$ cat src/rtl/serial_frame_tx_if.sv
// Producer/consumer bundle for the serial frame transmitter: word request in, serial frame and status out.
interface serial_frame_tx_if #(
   parameter int WIDTH = 8
);
   logic             Start;
   logic [WIDTH-1:0] Data_in;
   logic             Dout;
   logic             Dout_valid;
   logic             Busy;
   logic             Done;

   modport master (
      output Start, Data_in,
      input  Dout, Dout_valid, Busy, Done
   );

   modport slave (
      input  Start, Data_in,
      output Dout, Dout_valid, Busy, Done
   );
endinterface

$ cat src/rtl/serial_frame_tx.sv
// Parallel-to-serial frame transmitter: two header ones, WIDTH payload bits MSB-first, one Finish cycle.
// All outputs are registered and decoded from the next state, so they line up with the state they describe.
module serial_frame_tx #(
   parameter int WIDTH = 8,
   parameter int CNT_W = 5
) (
   input  logic              Clock,
   input  logic              Reset,
   serial_frame_tx_if.slave  bus
);

   localparam logic [3:0] S_IDLE    = 4'b0001;
   localparam logic [3:0] S_HEADER  = 4'b0010;
   localparam logic [3:0] S_PAYLOAD = 4'b0100;
   localparam logic [3:0] S_FINISH  = 4'b1000;

   logic [3:0]       state_q, state_d;
   logic [WIDTH-1:0] shift_q, shift_d;
   logic [CNT_W-1:0] cnt_q, cnt_d;
   logic             dout_q, dout_d;
   logic             valid_q, valid_d;
   logic             busy_q, busy_d;
   logic             done_q, done_d;

   // NOTE: every signal gets a default at the top of always_comb so no path can infer a latch.
   always_comb begin
      state_d = state_q;
      shift_d = shift_q;
      cnt_d   = cnt_q;
      dout_d  = 1'b0;
      valid_d = 1'b0;
      busy_d  = 1'b0;
      done_d  = 1'b0;

      case (state_q)
         S_IDLE: begin
            if (bus.Start) begin
               state_d = S_HEADER;
               shift_d = bus.Data_in;
               cnt_d   = '0;
            end
         end
         S_HEADER: begin
            if (cnt_q == CNT_W'(1)) begin
               state_d = S_PAYLOAD;
               cnt_d   = '0;
            end else begin
               cnt_d = cnt_q + CNT_W'(1);
            end
         end
         S_PAYLOAD: begin
            if (cnt_q == CNT_W'(WIDTH - 1)) begin
               state_d = S_FINISH;
            end else begin
               cnt_d = cnt_q + CNT_W'(1);
            end
         end
         S_FINISH: state_d = S_IDLE;
         default:  state_d = S_IDLE;
      endcase

      // The bit leaving the MSB on this edge is the one shown during the coming payload cycle.
      case (state_d)
         S_HEADER: begin
            dout_d  = 1'b1;
            valid_d = 1'b1;
            busy_d  = 1'b1;
         end
         S_PAYLOAD: begin
            dout_d  = shift_q[WIDTH-1];
            shift_d = shift_q << 1;
            valid_d = 1'b1;
            busy_d  = 1'b1;
         end
         S_FINISH: begin
            busy_d = 1'b1;
            done_d = 1'b1;
         end
         default: ;
      endcase
   end

   // NOTE: sequential state uses non-blocking assignments so all registers update from pre-edge values.
   always_ff @(posedge Clock or posedge Reset) begin
      if (Reset) begin
         state_q <= S_IDLE;
         shift_q <= '0;
         cnt_q   <= '0;
         dout_q  <= 1'b0;
         valid_q <= 1'b0;
         busy_q  <= 1'b0;
         done_q  <= 1'b0;
      end else begin
         state_q <= state_d;
         shift_q <= shift_d;
         cnt_q   <= cnt_d;
         dout_q  <= dout_d;
         valid_q <= valid_d;
         busy_q  <= busy_d;
         done_q  <= done_d;
      end
   end

   assign bus.Dout       = dout_q;
   assign bus.Dout_valid = valid_q;
   assign bus.Busy       = busy_q;
   assign bus.Done       = done_q;

endmodule

$ cat src/flat_wrapper.sv
// flat-port wrapper written by rule: the top's interface ports become plain ports
module serial_frame_tx_flat 
#(
   parameter int WIDTH = 8,
   parameter int CNT_W = 5
)
  (Clock, Reset, bus_Start, bus_Data_in, bus_Dout, bus_Dout_valid, bus_Busy, bus_Done);
  serial_frame_tx_if #(.WIDTH(WIDTH)) bus_i ();
  input  logic Clock;
  input  logic Reset;
  input wire logic [$bits(bus_i.Start)-1:0] bus_Start;
  input wire logic [$bits(bus_i.Data_in)-1:0] bus_Data_in;
  output wire logic [$bits(bus_i.Dout)-1:0] bus_Dout;
  output wire logic [$bits(bus_i.Dout_valid)-1:0] bus_Dout_valid;
  output wire logic [$bits(bus_i.Busy)-1:0] bus_Busy;
  output wire logic [$bits(bus_i.Done)-1:0] bus_Done;
  assign bus_i.Start = bus_Start;
  assign bus_i.Data_in = bus_Data_in;
  assign bus_Dout = bus_i.Dout;
  assign bus_Dout_valid = bus_i.Dout_valid;
  assign bus_Busy = bus_i.Busy;
  assign bus_Done = bus_i.Done;
  serial_frame_tx #(.WIDTH(WIDTH), .CNT_W(CNT_W)) u_core (.Clock(Clock), .Reset(Reset), .bus(bus_i));
endmodule
$ cat config.mk
export PLATFORM = sky130hd
export DESIGN_NAME = serial_frame_tx_flat
export DESIGN_NICKNAME = d
export VERILOG_FILES = /design/src/rtl/serial_frame_tx_if.sv /design/src/rtl/serial_frame_tx.sv /design/src/flat_wrapper.sv
export SDC_FILE = /design/constraint.sdc
export NUM_CORES = 1
export LEC_CHECK = 0
export ABC_AREA = 1
export ABC_CLOCK_PERIOD_IN_PS = 4000
export BUFFER_PORTS_ARGS = -buffer_cell sky130_fd_sc_hd__buf_2
export CORE_ASPECT_RATIO = 0.8
export CORE_UTILIZATION = 54
export CTS_BUF_LIST = sky130_fd_sc_hd__clkbuf_8 sky130_fd_sc_hd__clkbuf_16
export CTS_CLUSTER_DIAMETER = 150
export DETAILED_ROUTE_END_ITERATION = 6
export PLACE_DENSITY = 0.73
export SYNTH_ARGS = -nofsm -noshare
export SYNTH_HDL_FRONTEND = slang
export SYNTH_SLANG_ARGS = --single-unit
$ cat constraint.sdc
create_clock -name Clock -period 4 [get_ports Clock]
set_input_delay 0.8 -clock Clock [delete_from_list [all_inputs] [get_ports Clock]]
set_output_delay 0.8 -clock Clock [all_outputs]
set_load 0.01 [all_outputs]
==> reports/metrics.yaml <==
power:
  power_mw: 0.7379
  p_int_mw: 0.4487
  power.leakage_nw: 0.7319
  p_sw_mw: 0.2892
  seqPwrFrac_pct: 43.8
  clkPwrFrac_pct: 18.1
  p_sw_share_pct: 39.19
  max-vdd-ir-drop_v: 0.0004647
  p_per_area_nw_per_um2: 571.5
  combinationalPowerShare_pct: 38.0
clocking:
  root_buffer: "clkbuf_8"
  clkTransAtPathRegs_ps: 70
  ctsHoldBuffers: 0
  clkSinkCount: 21
  cts_htree_levels: 1
  clk_latency_ps: 260
  postCtsSetupBuffers: 0
  cts_buffers: 3
  cts_tree: "done"
  cts_buffer_depth: 2
  post_cts_resized: 0
synthesis:
  yosys.area.top_type_share_pct: 42.83
  synth_area_sq_um: 1169
  yosysSeqAreaShare_pct: 45.07
  ys_types: 18
  netlist_instances: 158
  synth_top_area_cell: "dfrtp_1"
  synth_warnings: 0
  synthesis.nets: 171
  synthTopCellsByArea: "dfrtp_1 (43%), nand2_1 (16%), inv_1 (10%)"
  ys_ff_latch: 21
  syn_area_per_cell_sq_um: 7.396
finish:
  syn_to_final_growth_pct: 10.49
  multi_input_comb_area_sq_um: 498.0
  diodes: 0
  nNetsFinal: 188
  regArea_sq_um: 526.8
  nFillCells: 168
  drive_above_1_share_pct: 21.26
  finish.instance_area_sq_um: 1291
sta:
  fin_ws_ps: 2149
  fmax_ghz: 0.5401
  whs_ps: 481.9
  hold_viol_final: 0
  setup_violations: 0
  worst_pin_slew_ps: 761.7
  min_period_ps: 1851
  fin_crit_sh_pct: 46.28
  fin_skew_ps: 3.212
  finalSetupTns_ps: 0
  slew_viol_final: 0
  max_slew_margin_pct: 49.17
  rsz0062_at_grt: "no"
floorplan:
  io_pins: 15
  fp-row-count: 14
  die_y_microns: 43.61
  fp.coreArea_sq_um: 1962
  die_w_microns: 54.01
  die_area_sq_um: 2355
  start_util_pct: 59.57
worst_setup_path:
  r2r_start: "u_core.cnt_q[0]"
  arrival_ps: 2050
  path_max_fanout: 20
  worstSetupPathType: "reg -> reg"
  cp_data_required_time_ps: 4200
  critPathLaunchType: "register"
  reg2reg_slack_ps: 2150
  critPathCaptureType: "register"
  reg2reg_to: "u_core.shift_q[6]"
  ff2ff_path_depth: 9
global_route:
  antenna_found_initial: 0
  overflow: 0
  grt_first_pass_wirelength_microns: 3836
  grt_max_degree: 22
  grt_pass1_vias: 893
  grt.total_usage_pct: 22.80
run_status:
  status: "finished clean"
place:
  placed_area_sq_um: 1246
  place_ws_ps: 2093
  place.gp.congestion: 0.7676
  io_buffers: 14
  dp_hpwl_microns: 1550
min_path:
  min_path_cells: 2
  hold_class: "reg -> reg"
  worstHoldEndpoint: "u_core.shift_q[1]"
  min_from: "u_core.shift_q[1]"
route:
  first_pass_iters: 4
  num_vias: 931
  viasPerCell: 4.702
  wl_per_cell_microns: 10.56
  first_iter_violations: 27
  ant_nets: 0
  drt-total-wl_microns: 2091
  drc_errors: 0
flow_run:
  cap_violations: 0
cell usage after synthesis:
cell       n
nand3_1    8
buf_6      2
a21oi_1    1
dfstp_2    1
nor2_1    18
nand2_1   51
o21ai_1    1
o21ai_2    9
nand2_2    5
inv_1     31
o21ai_0    2
nand4_1    1
dfrtp_1   20
ha_1       2
nor2_4     1
nor2_2     3
o211ai_1   1
clkinv_2   1
metrics by stage:
stage          utilization [%]  instances
2_1_floorplan                -        158
3_3_place_gp             63.52        194
3_5_place_dp             63.52        194
4_1_cts                  65.82        198
5_1_grt                  65.82        198
6_report                 65.82        198
layer usage:
layer	global-route usage, %	wire, microns	vias to the layer above
li1	-	-	504
met1	29.82	1052	402
met2	35.56	913	21
met3	7.719	109	4
met4	7.179	16	0
met5	0	0	-
critical path, cell delays in order (launching register included):
cell and delay (ps):
dfrtp_1 440, ha_1 210, nand2_2 70, clkinv_2 70
nand2_2 60, nand2_2 70, nand2_2 280, nor2_2 400
nand2_1 90, nand2_1 80
area by class of cell:
class                      count  area share (%)
sequential                    21           40.79
multi-input combinational    103           38.57
inverter                      32           9.399
timing repair buffer          14           5.426
clock buffer                   3           3.198
tap                           24           2.326
clock inverter                 1          0.2907
kinds of logic (layout without fill, tap and decap cells):
| group | count (synthesis) | in the layout | share of synthesized area, % |
|---|---|---|---|
| simple gates | 87 | 87 | 31.37 |
| fa+ha+maj | 2 | 2 | 2.141 |
| buf+inv | 34 | 50 | 12.31 |
| compound gates | 14 | 14 | 9.100 |
| flops | 21 | 21 | 45.08 |
registers in the layout, indices dropped and copies added (netlist names):
name / count
u_core.bus.Dout_valid: 1
u_core.bus.Done: 1
u_core.bus.Dout: 1
u_core.state_q: 4
u_core.cnt_q: 5
u_core.shift_q: 8
u_core.bus.Busy: 1
cells in the final DEF, fill, tap and decap left out, drive strengths merged:
cell,count
o21ai,12
nand2,56
clkbuf,3
ha,2
o211ai,1
inv,32
buf,14
a21oi,1
dfrtp,20
nand4,1
nor2,22
clkinv,1
dfstp,1
nand3,8
power groups by stage:
stage | sequential (mW) | combinational [mW] | clock (mW)
6_report | 0.323 | 0.281 | 0.134
5_1_grt | 0.334 | 0.323 | 0.149
4_1_cts | 0.324 | 0.283 | 0.138
3_5_place_dp | 0.328 | 0.280 | 0
3_3_place_gp | 0.327 | 0.269 | 0
2_1_floorplan | 0.325 | 0.217 | 0
worst max-delay path by stage:
stage	from	to	slack, ps
after floorplan	bus_Start	u_core.cnt_q[0]	2460
after global placement	bus_Start	u_core.cnt_q[0]	2150
after detailed placement	bus_Start	u_core.cnt_q[1]	2090
after CTS	u_core.cnt_q[0]	u_core.shift_q[0]	2140
after global routing	u_core.cnt_q[0]	u_core.shift_q[5]	1940
final	u_core.cnt_q[0]	u_core.shift_q[6]	2150
(Power assumes the default switching activity.)
